--- config.mk ---
export PLATFORM = sky130hd
export DESIGN_NAME = exp_engine
export DESIGN_NICKNAME = d
export VERILOG_FILES = /design/src/rtl/exp_pkg.sv /design/src/rtl/exp_mul.sv /design/src/rtl/exp_engine.sv
export SDC_FILE = /design/constraint.sdc
export NUM_CORES = 1
export LEC_CHECK = 0
export CELL_PAD_IN_SITES_DETAIL_PLACEMENT = 0
export CELL_PAD_IN_SITES_GLOBAL_PLACEMENT = 2
export CORE_MARGIN = 2
export CORE_UTILIZATION = 40
export DETAILED_ROUTE_END_ITERATION = 8
export PLACE_DENSITY = 0.92
export SKIP_LAST_GASP = 1
export SYNTH_ARGS = -nofsm -noshare
export SYNTH_HDL_FRONTEND = slang
export SYNTH_SLANG_ARGS = --single-unit
--- constraint.sdc ---
create_clock -name clk -period 8.9 [get_ports clk]
set_clock_uncertainty 0.15 [all_clocks]
set_input_delay 2.225 -clock clk [delete_from_list [all_inputs] [get_ports clk]]
set_output_delay 2.225 -clock clk [all_outputs]
set_load 0.01 [all_outputs]
--- src/rtl/exp_pkg.sv ---
// Shared definitions for the exponentiation engine: FSM state encoding and
// default operand/result widths.
package exp_pkg;

  typedef enum logic {
    IDLE = 1'b0,
    RUN  = 1'b1
  } state_t;

  localparam int DEF_DATA_W = 8;
  localparam int DEF_EXP_W  = 8;
  localparam int DEF_RES_W  = 16;

endpackage

--- src/rtl/exp_mul.sv ---
// RES_W x RES_W multiplier returning the product truncated to RES_W bits.
// Optional macro EXP_SAT_EN adds an overflow bit that flags any non-zero
// bits above RES_W in the full product.
module exp_mul #(
  parameter int RES_W = 16
) (
  input  logic [RES_W-1:0] a,
  input  logic [RES_W-1:0] b,
`ifdef EXP_SAT_EN
  output logic             ovf,
`endif
  output logic [RES_W-1:0] p
);

`ifdef EXP_SAT_EN
  logic [2*RES_W-1:0] full;

  assign full = {{RES_W{1'b0}}, a} * {{RES_W{1'b0}}, b};
  assign p    = full[RES_W-1:0];
  assign ovf  = |full[2*RES_W-1:RES_W];
`else
  // Wrap-around arithmetic: the product is taken modulo 2^RES_W.
  assign p = a * b;
`endif

endmodule

--- src/rtl/exp_engine.sv ---
// Integer exponentiation a^n by square-and-multiply, one exponent bit per
// clock. Two-state FSM (IDLE/RUN); result_o/ovf_o only change on done_o.
// Optional macro EXP_SAT_EN: saturate to all ones and raise ovf_o when the
// exact result does not fit in RES_W bits; otherwise results wrap.
module exp_engine
  import exp_pkg::*;
#(
  parameter int DATA_W = DEF_DATA_W,
  parameter int EXP_W  = DEF_EXP_W,
  parameter int RES_W  = DEF_RES_W
) (
  input  logic              clk,
  input  logic              rst,
  input  logic              start_i,
  input  logic [DATA_W-1:0] a_i,
  input  logic [EXP_W-1:0]  n_i,
  output logic              busy_o,
  output logic              done_o,
  output logic [RES_W-1:0]  result_o,
  output logic              ovf_o
);

  state_t           state;
  logic [RES_W-1:0] a_reg;
  logic [EXP_W-1:0] n_reg;
  logic [RES_W-1:0] res_reg;
  logic [RES_W-1:0] sq_p;
  logic [RES_W-1:0] acc_p;

`ifdef EXP_SAT_EN
  logic sq_ovf;
  logic acc_ovf;
  logic a_ovf;
  logic r_ovf;
`endif

  // Squaring path: a_reg -> a_reg^2
  exp_mul #(.RES_W(RES_W)) u_sq (
    .a   (a_reg),
    .b   (a_reg),
`ifdef EXP_SAT_EN
    .ovf (sq_ovf),
`endif
    .p   (sq_p)
  );

  // Accumulate path: res_reg -> res_reg * a_reg
  exp_mul #(.RES_W(RES_W)) u_acc (
    .a   (res_reg),
    .b   (a_reg),
`ifdef EXP_SAT_EN
    .ovf (acc_ovf),
`endif
    .p   (acc_p)
  );

`ifndef EXP_SAT_EN
  assign ovf_o = 1'b0;
`endif

  // Control FSM and datapath: accept in IDLE, one exponent bit per RUN edge
  always_ff @(posedge clk or negedge rst) begin
    if (!rst) begin
      state    <= IDLE;
      busy_o   <= 1'b0;
      done_o   <= 1'b0;
      result_o <= '0;
      a_reg    <= '0;
      n_reg    <= '0;
      res_reg  <= '0;
`ifdef EXP_SAT_EN
      ovf_o    <= 1'b0;
      a_ovf    <= 1'b0;
      r_ovf    <= 1'b0;
`endif
    end else begin
      done_o <= 1'b0;
      case (state)
        IDLE: begin
          if (start_i) begin
            a_reg   <= RES_W'(a_i);
            n_reg   <= n_i;
            res_reg <= RES_W'(1);
            busy_o  <= 1'b1;
            state   <= RUN;
`ifdef EXP_SAT_EN
            a_ovf   <= 1'b0;
            r_ovf   <= 1'b0;
`endif
          end
        end
        RUN: begin
          if (n_reg != '0) begin
            if (n_reg[0]) begin
              res_reg <= acc_p;
`ifdef EXP_SAT_EN
              // A multiply by an already-wrapped base poisons the result too
              r_ovf   <= r_ovf | acc_ovf | a_ovf;
`endif
            end
            a_reg <= sq_p;
            n_reg <= n_reg >> 1;
`ifdef EXP_SAT_EN
            a_ovf <= a_ovf | sq_ovf;
`endif
          end else begin
            done_o <= 1'b1;
            busy_o <= 1'b0;
            state  <= IDLE;
`ifdef EXP_SAT_EN
            if (r_ovf) begin
              result_o <= '1;
              ovf_o    <= 1'b1;
            end else begin
              result_o <= res_reg;
              ovf_o    <= 1'b0;
            end
`else
            result_o <= res_reg;
`endif
          end
        end
      endcase
    end
  end

endmodule

Word-level counts from Yosys, hierarchy flattened
Index checks and enable logic that the tools add are counted.

Register bits after elaboration: 59. Input bits: 19. Output and inout port bits: 19. Logic and storage cells: 38.

Multipliers: 2. Equal/unequal tests: 4. Mux-type cells: 18. Bitwise logic cells: 2. Reduce and logical (&&, ||, !) cells: 5.

Operator list (count): $mux 16 (5); $pmux 16 s2 (2); $mul 16x16->16 (2); $mux 8 (2); $pmux 8 s2 (1); $reduce_bool 8->1 (1); $mux 1 (6); $reduce_and 2->1 (3); $ne 2x1->1 const B (2); $ne 2x2->1 const B (2); $pmux 1 s2 (2); $reduce_and 3->1 (1); $not 1->1 (2).

Logic depth before layout (Yosys ltp)
Gate-level depths: netlist of run 1.

Depth after elaboration: 4. Mapped depth: 22. Mapped depth without buffers: 21.

Cells and area by module
From an unflattened synthesis of run 1, not the netlist that was laid out.

Cell total of the unflattened synthesis: 1132. Area total of the unflattened synthesis: 10450.0 um^2.

Modules (own cells, without submodules): exp_mul at u_acc (instances 1, cells an instance 471, area an instance 3961.3 um^2, seq. area each 0.0 um^2); exp_mul at u_sq (instances 1, cells an instance 469, area an instance 3948.8 um^2, seq. area each 0.0 um^2); exp_engine (instances 1, cells an instance 192, area an instance 2539.9 um^2, seq. area each 1476.4 um^2).

Worst setup path after synthesis of run 1
No wires, ideal clock.

Kind: register to register. From: register a_reg[3]. To: register a_reg[14]. Library setup time: 0.121 ns. Arrival time: 5.269 ns. Required time: 8.629 ns. Setup slack: 3.360 ns. Stages on the path, launching flop included: 21. Path buffers: 1. Clock period less this slack: 5.540 ns. Cells stage by stage: dfrtp_1 clkbuf_1 nand2_1 fa_1 fa_1 inv_1 fa_1 inv_1 fa_1 inv_1 fa_1 inv_1 fa_1 inv_1 ha_1 a21o_1 a21oi_1 nor2b_1 a311oi_2 xnor2_1 a22o_1.

Longest elaborated chain between the ends: 3.

Ends and longest elaborated chain: start: declaration (line exp_engine.sv:24) `logic [RES_W-1:0] a_reg;`; start signal: assignment (line exp_engine.sv:81) `a_reg <= RES_W'(a_i);`; start signal: assignment (line exp_engine.sv:101) `a_reg <= sq_p;`; $mul 16x16->16 (line exp_mul.sv:23) `assign p = a * b;`; $mux 16 (line exp_engine.sv:93) `if (n_reg != '0) begin`; $pmux 16 s2 (line exp_engine.sv:78) `case (state)`.

No other way between the ends. The select of a mux whose other input is x is not followed. A chain may end at the register's enable or synchronous reset.

Worst setup path after layout of run 1
Same ends and word-level chain as after synthesis.

==> results of run 1 <==
[worst max-delay path by stage]
stage	start	end	cells past startpoint
after CTS	a_reg[3]	a_reg[14]	19
after floorplan	a_reg[3]	a_reg[14]	20
after global placement	a_reg[2]	a_reg[14]	19
after global routing	a_reg[2]	res_reg[15]	16
final	a_reg[3]	a_reg[14]	19
after detailed placement	a_reg[3]	a_reg[14]	19
[metrics by stage]
| step | cells | util [%] | worst slack [ns] | hold WS [ns] |
|---|---|---|---|---|
| after floorplan | 1033 | - | 3.36 | 0.318 |
| after global placement | 1347 | 43.3 | 2.94 | 0.337 |
| after detailed placement | 1347 | 43.3 | 2.82 | 0.342 |
| after CTS | 1363 | 44.5 | 2.83 | 0.354 |
| after global routing | 1363 | 44.5 | 2.51 | 0.374 |
| final | 1363 | 44.5 | 2.83 | 0.352 |
[per-layer routing]
| layer | part of all wire, % | GRT usage, % | vias to the layer above | wire [um] |
|---|---|---|---|---|
| li1 | - | - | 3141 | - |
| met1 | 46 | 26.1 | 3361 | 9980 |
| met2 | 48 | 31.7 | 140 | 10300 |
| met3 | 4.4 | 2.93 | 20 | 958 |
| met4 | 1.5 | 5.02 | 0 | 318 |
| met5 | 0 | 0 | - | 0 |
[worst max-delay path: stages, from the launching register on]
cell and delay [ns]:
dfrtp_1 0.92, nand2_1 0.25, fa_1 0.58, fa_1 0.57
inv_1 0.06, fa_1 0.50, inv_1 0.06, fa_1 0.52
inv_1 0.05, fa_1 0.47, inv_1 0.05, fa_1 0.47
inv_1 0.04, ha_1 0.30, a21o_1 0.17, a21oi_1 0.18
nor2b_1 0.07, a311oi_2 0.25, xnor2_1 0.09, a22o_1 0.19
[cell families after synthesis]
group                      share of synthesized area, %
buffers and inverters                              11.0
and+or+nand+nor                                    13.6
other                                            0.0394
AOI/OAI and AO/OA                                  6.75
muxes                                              3.16
adders and majority gates                          43.8
xor gates and xnor gates                           6.13
DFF                                                15.5
[layout make-up]
cell class | count | area (um2) | area share, %
multi-input combinational | 699 | 6990 | 67.2
tap | 319 | 399 | 3.84
timing repair buffer | 42 | 400 | 3.85
clock buffer | 11 | 243 | 2.33
inverter | 228 | 856 | 8.22
sequential | 59 | 1480 | 14.2
clock inverter | 5 | 37.5 | 0.361
[synth_stat cells (all sizes together)]
cell type,number
a2111oi,1
a211oi,2
a21boi,3
a21o,8
a21oi,11
a22o,8
a22oi,1
a311o,1
a311oi,2
a31o,1
a31oi,4
a32o,5
a41oi,1
and2,90
and3,1
buf,8
clkbuf,39
conb,1
dfrtp,59
fa,147
ha,98
inv,228
mux2,16
mux2i,12
nand2,135
nand2b,5
nand3,5
nor2,16
nor2b,5
nor3,4
nor3b,1
nor4,2
nor4b,1
o2111ai,1
o21a,2
o21ai,34
o21bai,4
o31a,1
o41ai,2
or2,1
or3,1
or4,1
xnor2,51
xnor3,1
xor2,13
[placed cells by master (no fill, tap or decap), types with 3 or more instances in the layout]
master and n:
nand3_1 5, xor2_1 13, a21oi_1 10, clkbuf_16 9, inv_1 228, nand2_1 135
mux2_2 16, xnor2_1 51, mux2i_1 12, nor3_1 4, buf_4 6, ha_1 98
nor2b_1 5, a31oi_1 4, o21bai_1 3, and2_1 90, clkdlybuf4s50_1 35, nor2_1 16
a32o_1 5, fa_1 147, a22o_1 8, a21o_1 8, o21ai_0 33, nand2b_1 5
dfrtp_1 59
==> key figures, run 1 <==
Outcome
  – Status: completed

Yosys
  – Yosys cell types: 50
  – Yosys warning count: 0
  – Post-Syn Instances: 1033
  – Synthesized area per cell: 9.21 um2
  – Top post-synthesis cells by area: fa_1, dfrtp_1, ha_1
  – Flop and latch count out of synthesis: 59
  – Post-synth top area share: between 30 and 40%
  – Area of the mapped netlist: 9510 um2
  – Sequential area share after synthesis: 15.5%
  – Top cell type by total area after synthesis: fa_1
  – Net Count, Synth: roughly 1300

Clock network
  – Hold_buf cts: 0
  – Clk_lat worst skew: 0.34 ns
  – Clock Sinks: 59
  – CTS Buf Count: 9
  – Resized cells post-CTS: 0
  – Maximum clock insertion buffer count: 2
  – CTS tree: built
  – CTS root buf: clkbuf_16
  – Post-CTS Setup Bufs: 0
  – CTS clk-pin slew, worst paths: roughly 0.060 ns
  – H-Tree Depth: 3

Drt
  – DRC errors left: 0
  – Drt pass-1 iters: 5
  – Routed WL per cell: between 15 and 20 um
  – Routed vias: roughly 6700
  – Vias/cell: around 4.9
  – 1st-iter DRT viols: between 200 and 300
  – WL final: between 20 and 25 mm
  – Post-DRT Antenna Nets: 0

Worst setup path
  – R2r setup slk: 2.83 ns
  – Reg2reg path depth: 19
  – Critical Path Start Type: register
  – Critical Path RT: between 8 and 9 ns
  – Crit Path Class: register to register
  – CP max FO: 27
  – Worst R2R Start: a_reg[3]
  – Critical path data arrival time: between 6 and 7 ns
  – FF-to-FF End: a_reg[14]
  – CP endpoint kind: register

Die
  – Row cnt: 56
  – Top Ports: 38
  – Placeable core region: ~23000 um2
  – Die area: between 20000 and 30000 um2
  – Die X: approximately 160 um
  – Effective utilization at floorplan: between 40% and 50%
  – DIE HEIGHT: 158 um

Layout
  – Final instance area: between 10000 and 15000 um2
  – Layout fillers: about 2400
  – Ant diodes: 0
  – Layout Nets: about 1300
  – Layout Area Growth over Synthesis: 9.41%
  – Share of layout cells above drive strength 1: 4.31%

Timing
  – Final setup fails: 0
  – Worst-margin pin slew: 0.954 ns
  – Setup TNS: 0 ns
  – Final slew viol count: 0
  – Min Tclk post-route: 6.07 ns
  – Final period utilization: about two thirds
  – Max-slew headroom: between 30% and 40%
  – Final hold violations: 0
  – Fmax: about 160 MHz
  – RSZ-0062 raised after global routing: no

Global routing
  – Antenna violations before repair: 0
  – All-Layer GR Usage: between 10% and 20%
  – Overflow left after global routing: 0
  – Vias in the first global route: around 7100
  – Largest net degree at the start of global routing: 60
  – First-pass GRT wire length: 36.8 mm

Min path
  – HP Start: result_o[9]
  – Worst Hold Class: register to register
  – Hold EP: result_o[9]
  – Worst hold stages: 1

Placed design
  – Port Buffer Count: 36
  – Gp weighted congestion: between 0.8 and 0.9
  – Post-placement cell area: around 10000 um2
  – Post-DP HPWL: 16.8 mm

Job
  – Max-Cap Viols: 0
Power of run 1 is not shown: default switching activity piles up to over one toggle a cycle in this logic, so the estimate is an artifact.
==> run 2, diff against run 1 <==
- CORE_UTILIZATION: 40 -> 37
- PLACE_DENSITY: 0.92 -> 0.89
- clock period: 8.9 -> 5.1 ns (I/O delays scaled with it)
==> run 2 against run 1 <==
  * The flow now finishes with violations (setup timing)
  * Critical path type unchanged
  * Critical path depth increased by 2
  * Highest routed layer unchanged
  * Worst hold slack improved by 0.0032 ns
  * Critical endpoint is now res_reg[14]
  * First-iteration DRC count rose by 8.1%
  * Global-route usage grew 0.066 points
==> key figures, run 2 (synthesized netlist as in run 1, its figures left out) <==
Clock network
  – CTS clk-pin slew, worst paths: 0.06 ns (about the same)
  – H-Tree Depth: 3 (unchanged)
  – CTS Buf Count: 9 (unchanged)
  – Clock Sinks: 59 (unchanged)
  – CTS tree: built
  – Clk_lat worst skew: 0.35 ns (about the same)
  – Hold_buf cts: 0 (unchanged)
  – CTS root buf: clkbuf_16
  – Maximum clock insertion buffer count: 2 (unchanged)

Global routing
  – Overflow left after global routing: 0 (unchanged)
  – All-Layer GR Usage: 19.1% (+0.066 points)
  – Antenna violations before repair: 0 (unchanged)
  – Largest net degree at the start of global routing: 37 (-38%)
  – First-pass GRT wire length: 39.9 mm (+8.6%)
  – Vias in the first global route: 7697 (+7.7%)

Worst setup path
  – Crit Path Class: register to register
  – Worst R2R Start: a_reg[3]
  – CP endpoint kind: register
  – Largest stage delay on the critical path: 0.57 ns (-0.35 ns)
  – Critical Path Start Type: register
  – Reg2reg path depth: 21 (+2)
  – Worst-path cell chain: buf_12 -> buf_8 -> and2_1 -> fa_1 -> inv_1 -> fa_2 -> inv_1 -> ha_4 -> ha_4 -> fa_1 -> inv_2 -> fa_1 -> inv_1 -> ha_2 -> or3_4 -> buf_4 -> buf_6 -> a21o_1 -> a211oi_2 -> or4_1 -> nand3_1
  – Critical path data arrival time: 5.36 ns (-0.79 ns)
  – Critical path's slowest cell: fa_2
  – FF-to-FF End: res_reg[14]
  – CP max FO: 7 (-74%)
  – Critical Path RT: 5.17 ns (-3.81 ns)
  – R2r setup slk: -0.19 ns (-3.02 ns)

Timing
  – Final setup fails: 12 (+12)
  – Fmax: 189 MHz (+15%)
  – Worst-margin pin slew: 0.925 ns (-0.0290 ns)
  – Worst Setup Slack, final: -0.189 ns (-3.02 ns)
  – Min Tclk post-route: 5.29 ns (-0.780 ns)
  – Final hold slack: 0.355 ns (+0.00319 ns)
  – Final hold violations: 0 (unchanged)
  – Max-slew headroom: 38.3% (+2.1 points)
  – Final period utilization: 104% (+36 points)
  – Final slew viol count: 0 (unchanged)
  – RSZ-0062 raised after global routing: yes

Layout
  – Layout Area Growth over Synthesis: 30.3%
  – Commonest non-fill, non-tap cell in the layout: inv_1
  – Non-filler instance count after layout: 1532 (+12%)
  – Final instance area: 12400 um2 (+19%)
  – Layout Nets: 1461 (+12%)
  – Most frequent cells in the layout: inv_1, fa_1, buf_4, nand2_1
  – Ant diodes: 0 (unchanged)
  – Share of layout cells above drive strength 1: 24.7% (+20 points)

Die
  – Effective utilization at floorplan: 37.8% (-2.9 points)
  – Die X: 164 um (+3.9%)
  – DIE HEIGHT: 164 um (+3.9%)
  – Die area: 27000 um2 (+7.9%)
  – Placeable core region: 25200 um2 (+7.6%)
  – Top Ports: 38 (unchanged)
  – Row cnt: 58 (+3.6%)

Placed design
  – Placed cell count: 1478 (+9.7%)
  – Post-placement cell area: 11200 um2 (+11%)
  – Pre-CTS setup slack: -0.309 ns (-3.13 ns)
  – Gp weighted congestion: 0.830 (-1.9%)
  – Post-DP HPWL: 19.2 mm (+14%)
  – Port Buffer Count: 36 (unchanged)

Drt
  – WL final: 24.9 mm (+16%)
  – Drt pass-1 iters: 4 (-1)
  – Routed vias: 7222 (+8.4%)
  – Post-DRT Antenna Nets: 0 (unchanged)
  – DRC errors left: 0 (unchanged)
  – Routed WL per cell: 16.2 um (+2.8%)
  – Vias/cell: 4.71 (-3.6%)
  – 1st-iter DRT viols: 280 (+8.1%)

Min path
  – Worst Hold Class: register to register
  – HP Start: result_o[14]
  – Worst hold stages: 1 (unchanged)
  – Hold EP: result_o[14]

Outcome
  – Failing checks: setup timing
  – Status: finished with violations

Job
  – Max-Cap Viols: 0 (unchanged)
run 2: changes by cell type in the layout (fill, tap and decap cells not counted), sizes merged:
cell and delta:
buf +156, bufinv +2, clkbuf +1, inv -1
run 2: worst max-delay path by stage:
stage / startpoint / endpoint / cells after the start
after global placement: a_reg[1] / res_reg[15] / 18
final: a_reg[3] / res_reg[14] / 21
after detailed placement: a_reg[4] / res_reg[15] / 17
after CTS: a_reg[4] / res_reg[13] / 20
after floorplan: a_reg[1] / res_reg[15] / 18
after global routing: a_reg[2] / res_reg[15] / 19
run 2: per-layer routing:
layer | wire length [um] | GRT usage [%] | share of wire (%) | vias to the layer above
met5 | 0 | 0 | 0 | -
met1 | 11700 | 26.0 | 47 | 3609
li1 | - | - | - | 3460
met4 | 464 | 6.34 | 1.9 | 0
met2 | 11800 | 31.2 | 48 | 123
met3 | 906 | 3.06 | 3.6 | 30
run 2: stage by stage:
stage               TNS (ns)  util (%)
floorplan            -0.0828         -
global placement       -1.58      44.5
detailed placement     -2.34      44.5
CTS                    -1.36      47.2
global route           -3.50      49.2
finish                 -1.43      49.2
run 2: final cells by class:
type / instances / area, um2
sequential: 59 / 1490
tap: 330 / 413
fill: 2343 / 12800
multi-input combinational: 699 / 7470
clock buffer: 10 / 239
clock inverter: 6 / 88.8
timing repair buffer: 200 / 1840
inverter: 228 / 856
run 2: timing repair:
item	4_1_cts	5_1_grt
gates resized for setup	59	66
pin swaps	52	60
endpoints found under the setup margin	11	13
buffers inserted	20	19
gates cloned	0	2
run 2: worst max-delay path, delay by kind of cell, from the launching register on:
family | cells | cell delay [ns]
AOI/OAI and AO/OA | 2 | 0.41
and+or+nand+nor | 4 | 0.74
buffers and inverters | 8 | 0.76
DFF | 1 | 0.40
adders and majority gates | 7 | 2.70
Power of run 2 is left out for the same reason.
==> run 3, diff against run 2 <==
- ABC_CLOCK_PERIOD_IN_PS: default -> 5100
==> results of run 3 <==
The final DEF is identical to that of run 2; final timing and power are the same.
Power of run 3 is left out for the same reason.
